--- config.mk ---
export PLATFORM = sky130hd
export DESIGN_NAME = pds_sched
export DESIGN_NICKNAME = d
export VERILOG_FILES = /design/src/rtl/pds_pkg.sv /design/src/rtl/pds_prio_sel.sv /design/src/rtl/pds_sched.sv
export SDC_FILE = /design/constraint.sdc
export NUM_CORES = 1
export LEC_CHECK = 0
export CAP_MARGIN = 20
export CELL_PAD_IN_SITES_DETAIL_PLACEMENT = 1
export CELL_PAD_IN_SITES_GLOBAL_PLACEMENT = 1
export CORE_MARGIN = 1
export CORE_UTILIZATION = 35
export DETAILED_ROUTE_END_ITERATION = 10
export GPL_TIMING_DRIVEN = 0
export MAX_ROUTING_LAYER = met4
export PLACE_DENSITY = 0.76
export SYNTH_ARGS = -nofsm -noshare
export SYNTH_HDL_FRONTEND = slang
export SYNTH_SLANG_ARGS = --single-unit
--- constraint.sdc ---
create_clock -name clk -period 19.3 [get_ports clk]
set_input_delay 1.93 -clock clk [delete_from_list [all_inputs] [get_ports clk]]
set_output_delay 1.93 -clock clk [all_outputs]
set_load 0.02 [all_outputs]
--- src/rtl/pds_pkg.sv ---
// pds_pkg: shared types, default parameters and field-extraction helper for
// the power-distribution scheduler (pds_sched) and its priority selector.
package pds_pkg;

    typedef enum logic [1:0] {
        EVAL   = 2'd0,
        INRUSH = 2'd1,
        SHED   = 2'd2
    } pds_state_e;

    localparam int DEF_NUM_PORTS  = 4;
    localparam int DEF_PRIO_W     = 2;
    localparam int DEF_PWR_W      = 8;
    localparam int DEF_CLS_W      = 4;
    localparam int DEF_INRUSH_CYC = 4;

    // Packed per-port fields are pulled out of a vector of at most this width,
    // each field being at most FIELD_MAX_W bits wide.
    localparam int FIELD_VEC_W = 64;
    localparam int FIELD_MAX_W = 8;

    // Selector modes: MAX picks highest priority (lowest index wins ties),
    // MIN picks lowest priority (highest index wins ties).
    localparam logic SEL_MAX = 1'b0;
    localparam logic SEL_MIN = 1'b1;

    // Return field idx of width w from a packed vector, zero-extended.
    function automatic logic [FIELD_MAX_W-1:0] get_field(
        input logic [FIELD_VEC_W-1:0] vec,
        input int unsigned            idx,
        input int unsigned            w
    );
        logic [FIELD_VEC_W-1:0] sh;
        logic [FIELD_MAX_W-1:0] mask;
        sh   = vec >> (idx * w);
        mask = (FIELD_MAX_W'(1) << w) - FIELD_MAX_W'(1);
        return sh[FIELD_MAX_W-1:0] & mask;
    endfunction

endpackage

--- src/rtl/pds_prio_sel.sv ---
// pds_prio_sel: combinational one-hot selector over a candidate mask.
// mode SEL_MAX -> highest priority, lowest index on ties.
// mode SEL_MIN -> lowest priority, highest index on ties.
module pds_prio_sel
    import pds_pkg::*;
#(
    parameter int N  = DEF_NUM_PORTS,
    parameter int PW = DEF_PRIO_W
) (
    input  logic [N-1:0]    cand,
    input  logic [N*PW-1:0] prio,
    input  logic            mode,
    output logic [N-1:0]    gnt,
    output logic            vld
);

    localparam int IW = (N > 1) ? $clog2(N) : 1;

    logic [PW-1:0] p_s;
    logic [PW-1:0] best_p_s;
    logic [IW-1:0] best_i_s;
    logic          take_s;

    // Linear scan: strict '>' keeps the lowest index in MAX mode, '<=' moves
    // to the highest index in MIN mode.
    always_comb begin
        vld      = 1'b0;
        best_p_s = '0;
        best_i_s = '0;
        p_s      = '0;
        take_s   = 1'b0;
        for (int i = 0; i < N; i++) begin
            p_s = PW'(get_field(FIELD_VEC_W'(prio), i, PW));
            if (!cand[i]) begin
                take_s = 1'b0;
            end else if (!vld) begin
                take_s = 1'b1;
            end else if (mode == SEL_MAX) begin
                take_s = (p_s > best_p_s);
            end else begin
                take_s = (p_s <= best_p_s);
            end
            best_p_s = take_s ? p_s : best_p_s;
            best_i_s = take_s ? IW'(i) : best_i_s;
            vld      = vld | take_s;
        end
        gnt = vld ? (N'(1) << best_i_s) : '0;
    end

endmodule

--- src/rtl/pds_sched.sv ---
// pds_sched: power-distribution scheduler. Grants power to detected ports in
// priority order against a programmable budget, staggers turn-ons by an
// inrush window and sheds lowest-priority ports when over budget.
// Optional feature macro: PDS_SHED_EN (SHED state and over-budget aborts).
module pds_sched
    import pds_pkg::*;
#(
    parameter int NUM_PORTS  = DEF_NUM_PORTS,
    parameter int PRIO_W     = DEF_PRIO_W,
    parameter int PWR_W      = DEF_PWR_W,
    parameter int CLS_W      = DEF_CLS_W,
    parameter int INRUSH_CYC = DEF_INRUSH_CYC
) (
    input  logic                              clk,
    input  logic                              rst_n,
    input  logic [NUM_PORTS-1:0]              det,
    input  logic [NUM_PORTS-1:0]              off,
    input  logic [NUM_PORTS*PRIO_W-1:0]       prio,
    input  logic [NUM_PORTS*CLS_W-1:0]        port_pwr,
    input  logic [PWR_W-1:0]                  pwr_bdj,
    input  logic                              ports_off,
    output logic [NUM_PORTS-1:0]              on,
    output logic [PWR_W+$clog2(NUM_PORTS):0]  used_pwr,
    output logic                              inrush
);

    localparam int UW    = PWR_W + $clog2(NUM_PORTS) + 1;
    localparam int CNT_W = (INRUSH_CYC > 1) ? $clog2(INRUSH_CYC) : 1;

    pds_state_e           state_r, state_nxt_s;
    logic [CNT_W-1:0]     cnt_r, cnt_nxt_s;
    logic [NUM_PORTS-1:0] on_r, on_nxt_s;
    logic [UW-1:0]        used_r, used_nxt_s;
    logic                 inrush_r;

    logic [CLS_W-1:0]     cost_s [NUM_PORTS];
    logic [NUM_PORTS-1:0] drop_s, kept_s, elig_s, fit_s;
    logic [UW-1:0]        used_kept_s;
    logic [UW-1:0]        bdj_ext_s;
    logic                 over_s;
    logic [NUM_PORTS-1:0] gnt_s;
    logic                 gnt_vld_s;

    for (genvar g = 0; g < NUM_PORTS; g++) begin : g_cost
        assign cost_s[g] = CLS_W'(get_field(FIELD_VEC_W'(port_pwr), g, CLS_W));
    end

    assign drop_s    = on_r & (~det | off | {NUM_PORTS{ports_off}});
    assign kept_s    = on_r & ~drop_s;
    assign elig_s    = det & ~off & ~{NUM_PORTS{ports_off}} & ~on_r;
    assign bdj_ext_s = UW'(pwr_bdj);
    assign over_s    = (used_kept_s > bdj_ext_s);

    // Power of ports that survive this edge's drops, and which idle ports fit.
    always_comb begin
        used_kept_s = '0;
        for (int i = 0; i < NUM_PORTS; i++) begin
            used_kept_s = used_kept_s + (kept_s[i] ? UW'(cost_s[i]) : '0);
        end
        fit_s = '0;
        for (int i = 0; i < NUM_PORTS; i++) begin
            fit_s[i] = elig_s[i] & ((used_kept_s + UW'(cost_s[i])) <= bdj_ext_s);
        end
    end

    pds_prio_sel #(.N(NUM_PORTS), .PW(PRIO_W)) u_grant_sel (
        .cand (fit_s),
        .prio (prio),
        .mode (SEL_MAX),
        .gnt  (gnt_s),
        .vld  (gnt_vld_s)
    );

`ifdef PDS_SHED_EN
    logic [NUM_PORTS-1:0] shed_gnt_s;
    logic                 shed_vld_s;

    pds_prio_sel #(.N(NUM_PORTS), .PW(PRIO_W)) u_shed_sel (
        .cand (kept_s),
        .prio (prio),
        .mode (SEL_MIN),
        .gnt  (shed_gnt_s),
        .vld  (shed_vld_s)
    );
`endif

    // FSM next state and next on-vector; drops are already folded into kept_s.
    always_comb begin
        state_nxt_s = state_r;
        cnt_nxt_s   = cnt_r;
        on_nxt_s    = kept_s;
        case (state_r)
            EVAL: begin
                if (over_s) begin
`ifdef PDS_SHED_EN
                    state_nxt_s = SHED;
`else
                    state_nxt_s = EVAL;
`endif
                end else if (gnt_vld_s) begin
                    on_nxt_s    = kept_s | gnt_s;
                    cnt_nxt_s   = CNT_W'(INRUSH_CYC - 1);
                    state_nxt_s = INRUSH;
                end else begin
                    state_nxt_s = EVAL;
                end
            end
            INRUSH: begin
`ifdef PDS_SHED_EN
                if (over_s) begin
                    cnt_nxt_s   = '0;
                    state_nxt_s = SHED;
                end else
`endif
                if (cnt_r == '0) begin
                    state_nxt_s = EVAL;
                end else begin
                    cnt_nxt_s = cnt_r - CNT_W'(1);
                end
            end
`ifdef PDS_SHED_EN
            SHED: begin
                on_nxt_s    = shed_vld_s ? (kept_s & ~shed_gnt_s) : kept_s;
                state_nxt_s = EVAL;
            end
`endif
            default: begin
                state_nxt_s = EVAL;
                cnt_nxt_s   = '0;
            end
        endcase
    end

    // Allocated power for the next on-vector using the current port costs.
    always_comb begin
        used_nxt_s = '0;
        for (int i = 0; i < NUM_PORTS; i++) begin
            used_nxt_s = used_nxt_s + (on_nxt_s[i] ? UW'(cost_s[i]) : '0);
        end
    end

    // State, counter and registered outputs.
    always_ff @(posedge clk or negedge rst_n) begin
        if (!rst_n) begin
            state_r  <= EVAL;
            cnt_r    <= '0;
            on_r     <= '0;
            used_r   <= '0;
            inrush_r <= 1'b0;
        end else begin
            state_r  <= state_nxt_s;
            cnt_r    <= cnt_nxt_s;
            on_r     <= on_nxt_s;
            used_r   <= used_nxt_s;
            inrush_r <= (state_nxt_s == INRUSH);
        end
    end

    assign on       = on_r;
    assign used_pwr = used_r;
    assign inrush   = inrush_r;

endmodule

==> summary.md, run 1 <==
| Metric | Value |
|---|---|
| Sequential cell area fraction in the yosys report | `0.1203` |
| GRT Resource Usage Total | `0.2056` |
| Worst R2R Setup Slack | `7980 ps` |
| Critical Path AT | `13490 ps` |
| Seq pwr share | `0.310` |
| CTS max path bufs | `2` |
| Worst IR drop on VDD | `0.00002077 V` |
| Worst Skew | `0.9739 ps` |
| CP endpoint kind | `register` |
| Clk slew on worst S/H paths | `60 ps` |
| CORE AREA | `8678 um^2` |
| Cell taking the most area after synthesis | `ha_1` |
| Power consumption | `114.0 uW` |
| Sw Share | `0.3493` |
| Initial Util | `0.3594` |
| Power Density | `29.54 nW/um^2` |
| Final #Nets | `546` |
| Post-layout instance area | `3859 um^2` |
| Post_cts resized | `0` |
| Clock sinks | `15` |
| Critical Path Max Stage Delay | `570 ps` |
| CTS buffer count | `3` |
| Vias after detailed routing | `2733` |
| Async SR Flop Fraction | `1.000` |
| Post-DRT Antenna Nets | `0` |
| Worst EP required | `19490 ps` |
| Routed length per instance | `16.96 um` |
| Global-route wire length before repair | `14.03 mm` |
| Synthesized instance count | `351` |
| Setup CP Type | `in2reg` |
| GR Overflow Total | `0` |
| Number of synthesized flops with an enable pin | `0` |
| Max-cap violation count | `0` |
| Post-Syn Area per Cell | `8.887 um^2` |
| Placed insts | `518` |
| Row count | `34` |
| Worst Max-Slew Pin Slew | `1024 ps` |
| HP Class | `reg2reg` |
| Pint | `74.19 uW` |
| Most numerous cell in the Yosys netlist | `ha_1` |
| Synthesized area | `3119 um^2` |
| Htree depth | `1` |
| Setup bufs post-CTS | `0` |
| Fillers | `1062` |
| # port buffers | `53` |
| Final min period | `13290 ps` |
| Clock power share | `0.226` |
| DIE AREA | `9294 um^2` |
| RSZ-0062 raised after global routing | `false` |
| Reg-to-reg startpoint | `on[1]$_DFF_PN0_` |
| # IOs | `59` |
| Synth Flop Type | `dfrtp_1` |
| Placement Cell Area | `3809 um^2` |
| Antenna diodes | `0` |
| Final GP Congestion | `0.8600` |
| Final setup fails | `0` |
| Final setup TNS | `0 ps` |
| Area Growth Syn to Fin | `23.71%` |
| Distinct cell type count after synthesis | `44` |
| Largest net degree at the start of global routing | `16` |
| DRC viols | `0` |
| Post-CTS Hold Buffers | `0` |
| Number of global-route vias before repair | `2955` |
| Status | `finished clean` |
| Die Wd | `96.41 um` |
| FF+latch count, synth | `15` |
| Combinational share of power | `0.464` |
| Worst Reg-to-Reg Cells | `45` |
| Iter 0 DRT Violations | `56` |
| DR pass1 iterations | `4` |
| Fmax | `75.22 MHz` |
| WHS Endpoint | `cnt_r[1]$_DFFE_PN0P_` |
| Cell Count, Final, Fillers Out | `523` |
| Synth Warn # | `0` |
| Switch Pwr | `39.82 uW` |
| HP Start | `cnt_r[1]$_DFFE_PN0P_` |
| Relative slew slack | `0.3123` |
| Synth top area cells | `ha_1, fa_1, dfrtp_1` |
| Period utilization | `0.6888` |
| Hold path depth | `1` |
| Root Driver | `clkbuf_8` |
| Post-layout util | `0.4446` |
| Fin. Hold Viols | `0` |
| DP HPWL | `7.950 mm` |
| CTS tree | `built` |
| Commonest cells post-synth | `ha_1, inv_1, a21oi_1` |
| Share of cells above drive strength 1 | `0.04819` |
| P_leak | `0.001985 uW` |
| Initial antenna violation count | `0` |
| Vias/cell | `5.226` |
| Startpoint types | `primary input` |
| Crit-path slowest cell | `clkdlybuf4s50_1` |
| Routed WL | `8.872 mm` |
| Crit Path Max Fanout | `7` |
| Worst skew pair latency | `250 ps` |
| Worst r2r dst | `used_pwr[5]$_DFF_PN0_` |
| Top-area cell type share of the netlist area | `0.2688` |
| DIE HEIGHT | `96.41 um` |
| Slew Viols, Final | `0` |
cell type report:
| class | instances | area [um^2] | share of cell area |
|---|---|---|---|
| multi-input cells | 282 | 2522 | 0.6537 |
| repair buffers | 55 | 540.5 | 0.1401 |
| flip-flops and latches | 15 | 375.4 | 0.09728 |
| inverters | 54 | 202.7 | 0.05253 |
| well taps | 108 | 135.1 | 0.03502 |
| clock buffers | 4 | 45.04 | 0.01167 |
| plain buffers | 5 | 37.54 | 0.009728 |
worst max-delay path by stage:
stage | from | cells after the start | slack (ps) | endpoint
final | ports_off | 46 | 6010 | used_pwr[5]$_DFF_PN0_
after global routing | ports_off | 45 | 5280 | used_pwr[4]$_DFF_PN0_
after CTS | ports_off | 45 | 5700 | used_pwr[5]$_DFF_PN0_
after detailed placement | ports_off | 44 | 5480 | used_pwr[4]$_DFF_PN0_
after global placement | ports_off | 45 | 5770 | used_pwr[5]$_DFF_PN0_
after floorplan | ports_off | 43 | 7890 | used_pwr[4]$_DFF_PN0_
power groups by stage:
stage | logic (uW) | clock network, uW | registers (uW)
finish | 52.9 | 25.8 | 35.3
global route | 59.3 | 28.4 | 35.5
CTS | 53.6 | 26.3 | 35.3
detailed placement | 53.2 | 0 | 35.9
global placement | 50.2 | 0 | 35.7
floorplan | 28.3 | 0 | 37.3
critical path, delay by kind of cell:
family,cells,cell delay (ps)
AND/OR/NAND/NOR,13,2570
buffers and inverters,4,970
adder cells (fa/ha/maj),12,4580
multiplexers,1,310
AO/OA/AOI/OAI,14,2480
XOR/XNOR,2,660
cells by family (layout without fill, tap and decap cells):
kind of cell    Yosys count  in the layout  share of synthesized area
simple gates             91             91                     0.1725
fa+ha+maj                87             87                     0.3971
xor+xnor                 20             20                    0.05616
mux                       2              2                   0.007220
buf+inv                  59            118                    0.07702
flops                    15             15                     0.1203
compound gates           76             76                     0.1685
other cells               1              6                   0.001202
flip-flops by register name, indices dropped and copies added, names as in the netlist:
name and flops:
cnt_r 2, inrush 1, on 4, state_r 2, used_pwr 6
through the flow:
step           hold WS (ps)  worst slack (ps)
4_1_cts               519.6              5704
2_1_floorplan         476.4              7889
3_3_place_gp          488.9              5766
6_report              514.2              6006
3_5_place_dp          507.0              5475
5_1_grt               540.9              5279
placed cells by master, fill, tap and decap left out, types with 2 or more instances in the layout:
master and count:
conb_1 6, and2_1 19, o21bai_1 2, a211oi_1 4, nand2b_1 2, nor2b_1 14
ha_1 67, a21o_1 16, clkbuf_8 3, nor4b_1 3, o31ai_1 2, a21oi_1 28
buf_4 5, o31a_1 2, nand4_1 4, inv_1 53, nor4bb_1 3, nand3_1 3
o21ba_2 2, dfrtp_1 15, o21ai_0 7, xnor2_1 18, nor2_1 13, mux2_2 2
nand4b_1 4, xor2_1 2, clkdlybuf4s50_1 53, nor3_1 6, fa_1 20, nand2_1 15
o211ai_1 4
layer usage:
metal | vias to the layer above | routed length, um | GRT usage
met3 | 10 | 289 | 0.02034
met2 | 53 | 4765 | 0.4001
met1 | 1335 | 3722 | 0.2294
met5 | - | 0 | -
met4 | 0 | 95 | 0.03186
li1 | 1335 | - | -
No activity file was read; power rests on OpenSTA's default activity.
==> run 2: changes to the inputs <==
PLACE_DENSITY = 0.78   (was 0.76)
clock period = 11 ns   (was 19.3 ns; I/O delays follow)
==> run 2 against run 1 <==
  * Utilization grew 5.2 points
  * Non-clock buffer count increased by 15
  * Sequential power grew 76%
  * Register-to-register slack got worse by 7100 ps
  * Count of clock-buffer cells in the layout is 1 lower
  * Critical path type unchanged
  * Largest power group unchanged
  * Highest routed layer unchanged
==> summary.md, run 2 (synthesis gave the netlist of run 1 again) <==
| Metric | Value |
|---|---|
| Status | `finished clean` |
| Slew Viols, Final | `0 (unchanged)` |
| Clock sinks | `15 (unchanged)` |
| Root Driver | `clkbuf_8` |
| Power Density | `50.23 nW/um^2 (+70%)` |
| Most used cell, CP | `a21oi_2` |
| Routed length per instance | `18.77 um (+11%)` |
| Initial antenna violation count | `0 (unchanged)` |
| Iter 0 DRT Violations | `60 (+7.1%)` |
| Initial Util | `0.3594 (unchanged)` |
| Pint | `137.9 uW (+86%)` |
| Final GP Congestion | `0.8336 (-3.1%)` |
| Place WS | `-1940 ps (-7415 ps)` |
| Worst Reg-to-Reg Cells | `47 (+4.4%)` |
| Worst skew pair latency | `250 ps (about the same)` |
| Max reg flops | `6 (unchanged)` |
| Worst Skew | `7.541 ps (+6.567 ps)` |
| CTS buffer count | `3 (unchanged)` |
| Worst Max-Slew Pin Slew | `680.4 ps (-343.8 ps)` |
| Largest net degree at the start of global routing | `16 (unchanged)` |
| Worst setup margin | `97.42 ps (-5909 ps)` |
| Max-cap violation count | `0 (unchanged)` |
| Vias/cell | `5.381 (+3.0%)` |
| Htree depth | `1 (unchanged)` |
| Sw Share | `0.3636 (+0.01431)` |
| DP HPWL | `7.634 mm (-4.0%)` |
| Die Wd | `96.41 um (unchanged)` |
| Crit Path Max Fanout | `5 (-2)` |
| Number of global-route vias before repair | `3130 (+5.9%)` |
| Period utilization | `0.9911` |
| Sequential cell area | `375.4 um^2 (unchanged)` |
| DIE AREA | `9294 um^2 (unchanged)` |
| WHS Endpoint | `cnt_r[0]$_DFFE_PN0P_` |
| Final setup fails | `0 (unchanged)` |
| Wire length on met2 | `5.367 mm (+13%)` |
| Switch Pwr | `78.78 uW (+98%)` |
| Hold path depth | `1 (unchanged)` |
| Reg-to-reg startpoint | `on[0]$_DFF_PN0_` |
| Area Growth Syn to Fin | `38.31%` |
| Seq pwr share | `0.287 (-0.023)` |
| Worst EP required | `11180 ps (-8310 ps)` |
| Global-route wire length before repair | `15.17 mm (+8.1%)` |
| HP Class | `reg2reg` |
| Share of cells above drive strength 1 | `0.1977 (+0.1495)` |
| DRC viols | `0 (unchanged)` |
| Most common library cell in the layout ignoring fill and taps | `ha_1` |
| Post-layout instance area | `4314 um^2 (+12%)` |
| Setup CP Type | `in2reg` |
| Post-layout util | `0.4971 (+0.05248)` |
| # IOs | `59 (unchanged)` |
| GRT Resource Usage Total | `0.2226 (+0.01700)` |
| Worst r2r dst | `used_pwr[5]$_DFF_PN0_` |
| Critical Path AT | `11090 ps (-2400 ps)` |
| Fmax | `91.72 MHz` |
| CTS max path bufs | `2 (unchanged)` |
| CP endpoint kind | `register` |
| Worst IR drop on VDD | `0.00003099 V (+49%)` |
| Antenna diodes | `0 (unchanged)` |
| HP Start | `cnt_r[0]$_DFFE_PN0P_` |
| GR Overflow Total | `0 (unchanged)` |
| Critical Path Max Stage Delay | `580 ps (about the same)` |
| Combinational share of power | `0.505 (+0.041)` |
| # port buffers | `53 (unchanged)` |
| DR WL met3 | `308 um (+6.6%)` |
| Vias after detailed routing | `2895 (+5.9%)` |
| Multi-input logic area | `2840 um^2 (+13%)` |
| Worst R2R Setup Slack | `890 ps (-7090 ps)` |
| Placement Cell Area | `3804 um^2 (-0.13%)` |
| CORE AREA | `8678 um^2 (unchanged)` |
| WL met1 | `4.159 mm (+12%)` |
| Routed WL | `10.10 mm (+14%)` |
| Final #Nets | `561 (+2.7%)` |
| Most frequent cells in the layout | `ha_1, inv_1, clkdlybuf4s50_1, buf_4, a21oi_1` |
| Fillers | `1020 (-4.0%)` |
| Power consumption | `216.7 uW (+90%)` |
| CTS tree | `built` |
| Relative slew slack | `0.5450 (+0.2327)` |
| DIE HEIGHT | `96.41 um (unchanged)` |
| Fin. Hold Viols | `0 (unchanged)` |
| RSZ-0062 raised after global routing | `true` |
| Row count | `34 (unchanged)` |
| Startpoint types | `primary input` |
| Final min period | `10900 ps` |
| Clk slew on worst S/H paths | `70 ps (about the same)` |
| Clock power share | `0.208 (-0.018)` |
| Highest routed layer | `met4` |
| Crit-path slowest cell | `fa_1` |
| DR pass1 iterations | `4 (unchanged)` |
| Post-DRT Antenna Nets | `0 (unchanged)` |
| P_leak | `0.002143 uW (+8.0%)` |
[run 2: cell count changes in the layout (fill, tap and decap cells not counted), moves of 4 or more]
| cell | before | now |
|---|---|---|
| a21oi_1 | 28 | 19 |
| a21oi_2 | 1 | 8 |
| buf_4 | 5 | 22 |
| clkdlybuf4s50_1 | 53 | 49 |
| ha_1 | 67 | 58 |
| ha_4 | 0 | 6 |
| nor2b_1 | 14 | 10 |
[run 2: timing repair]
action	in CTS	in global routing
setup buffers	12	6
resized for setup	37	32
pin swaps	17	20
endpoints found under the setup margin	6	5
hold buffers	0	0
[run 2: power by group through the flow]
stage	clock (uW)	sequential, uW	combinational, uW
after floorplan	0	65.4	49.7
after global placement	0	62.7	87.9
after detailed placement	0	62.9	93.3
after CTS	45.0	62.1	101
after global routing	48.9	62.5	120
final	45.0	62.3	109
[run 2: final cells by class]
| type | count | share of cell area |
|---|---|---|
| inverters | 54 | 0.05017 |
| multi-input cells | 282 | 0.6584 |
| well taps | 108 | 0.03132 |
| clock buffers | 3 | 0.009571 |
| plain buffers | 5 | 0.008701 |
| clock inverters | 1 | 0.001160 |
| flip-flops and latches | 15 | 0.08701 |
| repair buffers | 70 | 0.1537 |
[run 2: critical path: cells and delay by family]
| family | cells | cell delay (ps) |
|---|---|---|
| fa+ha+maj | 13 | 4690 |
| simple gates | 15 | 2180 |
| compound gates | 13 | 1910 |
| buf+inv | 6 | 850 |
| mux | 1 | 340 |
[run 2: per-stage QoR]
step	hold slack, ps	setup TNS, ps	instances
global placement	497.2	-8308	517
floorplan	476.4	0	356
detailed placement	529.3	-9757	517
finish	556.1	0	538
global route	565.9	-1256	538
CTS	546.3	0	533
[run 2: worst max path at each step]
stage               from               endpoint  slack (ps)  cells past startpoint
2_1_floorplan  ports_off  used_pwr[4]$_DFF_PN0_         420                     43
3_3_place_gp   ports_off  used_pwr[5]$_DFF_PN0_       -1680                     45
3_5_place_dp   ports_off  used_pwr[5]$_DFF_PN0_       -1940                     45
4_1_cts           det[0]  used_pwr[5]$_DFF_PN0_           6                     49
5_1_grt           det[1]  used_pwr[5]$_DFF_PN0_        -400                     48
6_report          det[1]  used_pwr[5]$_DFF_PN0_         100                     48
[run 2: per-layer routing]
metal / global-route usage / up-vias
met5: - / -
met2: 0.4232 / 72
li1: - / 1366
met1: 0.2649 / 1430
met4: 0.02941 / 0
met3: 0.01174 / 27
==> run 3: changes to the inputs <==
CAP_MARGIN = unset   (was 20)
CORE_MARGIN = 2   (was 1)
==> run 3 against run 2 <==
  * Count of clock-buffer cells in the layout up 1
  * Global-route usage fell by 0.91 points
  * Largest cell class unchanged
  * Clock power grew 2%
  * Utilization is 0.45 points higher
==> summary.md, run 3 (synthesis gave the netlist of run 1 again) <==
| Metric | Value |
|---|---|
| Clock power share | `0.211 (+0.003)` |
| Vias/cell | `5.331 (-0.93%)` |
| Worst R2R Setup Slack | `900 ps (about the same)` |
| Startpoint types | `primary input` |
| Crit Path Max Fanout | `5 (unchanged)` |
| Hold path depth | `1 (unchanged)` |
| Status | `finished clean` |
| Clk slew on worst S/H paths | `60 ps (about the same)` |
| Initial antenna violation count | `0 (unchanged)` |
| Row count | `34 (unchanged)` |
| Most frequent cells in the layout | `ha_1, inv_1, clkdlybuf4s50_1, buf_4, a21oi_1` |
| Routed length per instance | `18.58 um (-1.0%)` |
| Critical Path Max Stage Delay | `490 ps (-90 ps)` |
| Worst Skew | `3.259 ps (-4.281 ps)` |
| # IOs | `59 (unchanged)` |
| Worst r2r dst | `used_pwr[3]$_DFF_PN0_` |
| Place WS | `-2067 ps (-127.5 ps)` |
| Die Wd | `98.41 um (+2.1%)` |
| Htree depth | `1 (unchanged)` |
| Area Growth Syn to Fin | `39.55%` |
| Max reg flops | `6 (unchanged)` |
| Most common library cell in the layout ignoring fill and taps | `ha_1` |
| Largest net degree at the start of global routing | `16 (unchanged)` |
| RSZ-0062 raised after global routing | `true` |
| Worst IR drop on VDD | `0.00003450 V (+11%)` |
| Reg-to-reg startpoint | `on[1]$_DFF_PN0_` |
| Worst setup margin | `83.80 ps (-13.62 ps)` |
| CTS tree | `built` |
| Combinational share of power | `0.505 (about the same)` |
| Clock sinks | `15 (unchanged)` |
| Relative slew slack | `0.5265 (-0.01853)` |
| CORE AREA | `8678 um^2 (unchanged)` |
| Fin. Hold Viols | `0 (unchanged)` |
| Min Hold Slack | `508.5 ps (-47.60 ps)` |
| # port buffers | `53 (unchanged)` |
| CTS max path bufs | `2 (unchanged)` |
| Post-layout util | `0.5016 (+0.004470)` |
| Final setup fails | `0 (unchanged)` |
| Routed WL | `10.11 mm (+0.11%)` |
| Pint | `138.9 uW (+0.69%)` |
| Worst EP required | `11140 ps (-40 ps)` |
| Vias after detailed routing | `2900 (+0.17%)` |
| GRT Resource Usage Total | `0.2135 (-0.009080)` |
| Setup CP Type | `in2reg` |
| DRC viols | `0 (unchanged)` |
| Max-cap violation count | `0 (unchanged)` |
| Share of cells above drive strength 1 | `0.2064 (+0.008748)` |
| Final GP Congestion | `0.8226 (-1.3%)` |
| Sw Share | `0.3613 (-0.002310)` |
| CP endpoint kind | `register` |
| DR pass1 iterations | `4 (unchanged)` |
| Fmax | `91.61 MHz (-0.12%)` |
| Worst Max-Slew Pin Slew | `700.2 ps (+19.87 ps)` |
| Final min period | `10920 ps (+13.62 ps)` |
| Critical Path AT | `11060 ps (-30 ps)` |
| Placement Cell Area | `3804 um^2 (unchanged)` |
| Most used cell, CP | `fa_1` |
| Slew Viols, Final | `0 (unchanged)` |
| Final #Nets | `567 (+1.1%)` |
| Crit-path slowest cell | `fa_1` |
| Global-route wire length before repair | `15.98 mm (+5.4%)` |
| Initial Util | `0.3594 (unchanged)` |
| Power Density | `49.94 nW/um^2 (-0.57%)` |
| Worst Reg-to-Reg Cells | `46 (-2.1%)` |
| DIE HEIGHT | `98.41 um (+2.1%)` |
| Iter 0 DRT Violations | `96 (+60%)` |
| GR Overflow Total | `0 (unchanged)` |
| Worst skew pair latency | `250 ps (about the same)` |
| Number of global-route vias before repair | `3212 (+2.6%)` |
| Period utilization | `0.9924 (+0.001238)` |
| HP Class | `reg2reg` |
| HP Start | `cnt_r[1]$_DFFE_PN0P_` |
| Root Driver | `clkbuf_8` |
| Seq pwr share | `0.285 (-0.002)` |
| DP HPWL | `7.846 mm (+2.8%)` |
| Post-layout instance area | `4353 um^2 (+0.90%)` |
| Post-DRT Antenna Nets | `0 (unchanged)` |
| P_leak | `0.002156 uW (+0.59%)` |
| Antenna diodes | `0 (unchanged)` |
| WHS Endpoint | `cnt_r[1]$_DFFE_PN0P_` |
| Switch Pwr | `78.54 uW (-0.31%)` |
| DIE AREA | `9684 um^2 (+4.2%)` |
| Fillers | `1021 (+0.098%)` |
| CTS buffer count | `3 (unchanged)` |
run 3: repair_timing:
action,4_1_cts,5_1_grt
buffers inserted,14,11
setup endpoints to repair,6,5
hold endpoints to repair,0,0
resized for setup,45,26
hold buffers,0,0
pin swaps,17,28
run 3: cell type report:
| class | instances | area, um^2 | area share |
|---|---|---|---|
| multi-input cells | 282 | 2838 | 0.6519 |
| plain buffers | 5 | 37.54 | 0.008623 |
| inverters | 54 | 216.5 | 0.04973 |
| well taps | 108 | 135.1 | 0.03104 |
| repair buffers | 76 | 705.7 | 0.1621 |
| flip-flops and latches | 15 | 375.4 | 0.08623 |
| clock buffers | 4 | 45.04 | 0.01035 |
run 3: power groups by stage:
| stage | clock network [uW] | logic, uW | registers (uW) |
|---|---|---|---|
| 5_1_grt | 49.8 | 121 | 62.3 |
| 3_5_place_dp | 0 | 93.7 | 62.8 |
| 2_1_floorplan | 0 | 49.7 | 65.4 |
| 6_report | 45.8 | 110 | 61.9 |
| 4_1_cts | 47.0 | 102 | 61.9 |
| 3_3_place_gp | 0 | 88.0 | 62.7 |
run 3: per-stage QoR:
stage	setup TNS, ps	std cells	total power (uW)
global placement	-8265	517	150.7
detailed placement	-10480	517	156.5
global route	-1406	544	233.0
finish	0	544	217.4
floorplan	0	356	115.1
CTS	0	535	211.2
run 3: per-layer routing:
metal / track usage / vias up / wire, um
met1: 0.2419 / 1459 / 4055
met3: 0.01432 / 10 / 284
li1: - / 1377 / -
met4: 0.05163 / 0 / 159
met2: 0.4061 / 54 / 5611
met5: - / - / 0
run 3: worst max path at each step:
stage | start | end
floorplan | ports_off | used_pwr[4]$_DFF_PN0_
global placement | ports_off | used_pwr[5]$_DFF_PN0_
detailed placement | ports_off | used_pwr[5]$_DFF_PN0_
CTS | det[1] | used_pwr[4]$_DFF_PN0_
global route | det[1] | used_pwr[3]$_DFF_PN0_
finish | det[1] | used_pwr[3]$_DFF_PN0_
run 3: critical path: cells and delay by family:
family,cells,cell delay [ps]
adders and majority gates,13,4450
and+or+nand+nor,13,2210
AOI/OAI and AO/OA,11,1620
buffers and inverters,7,1070
muxes,1,340
xor gates and xnor gates,2,250
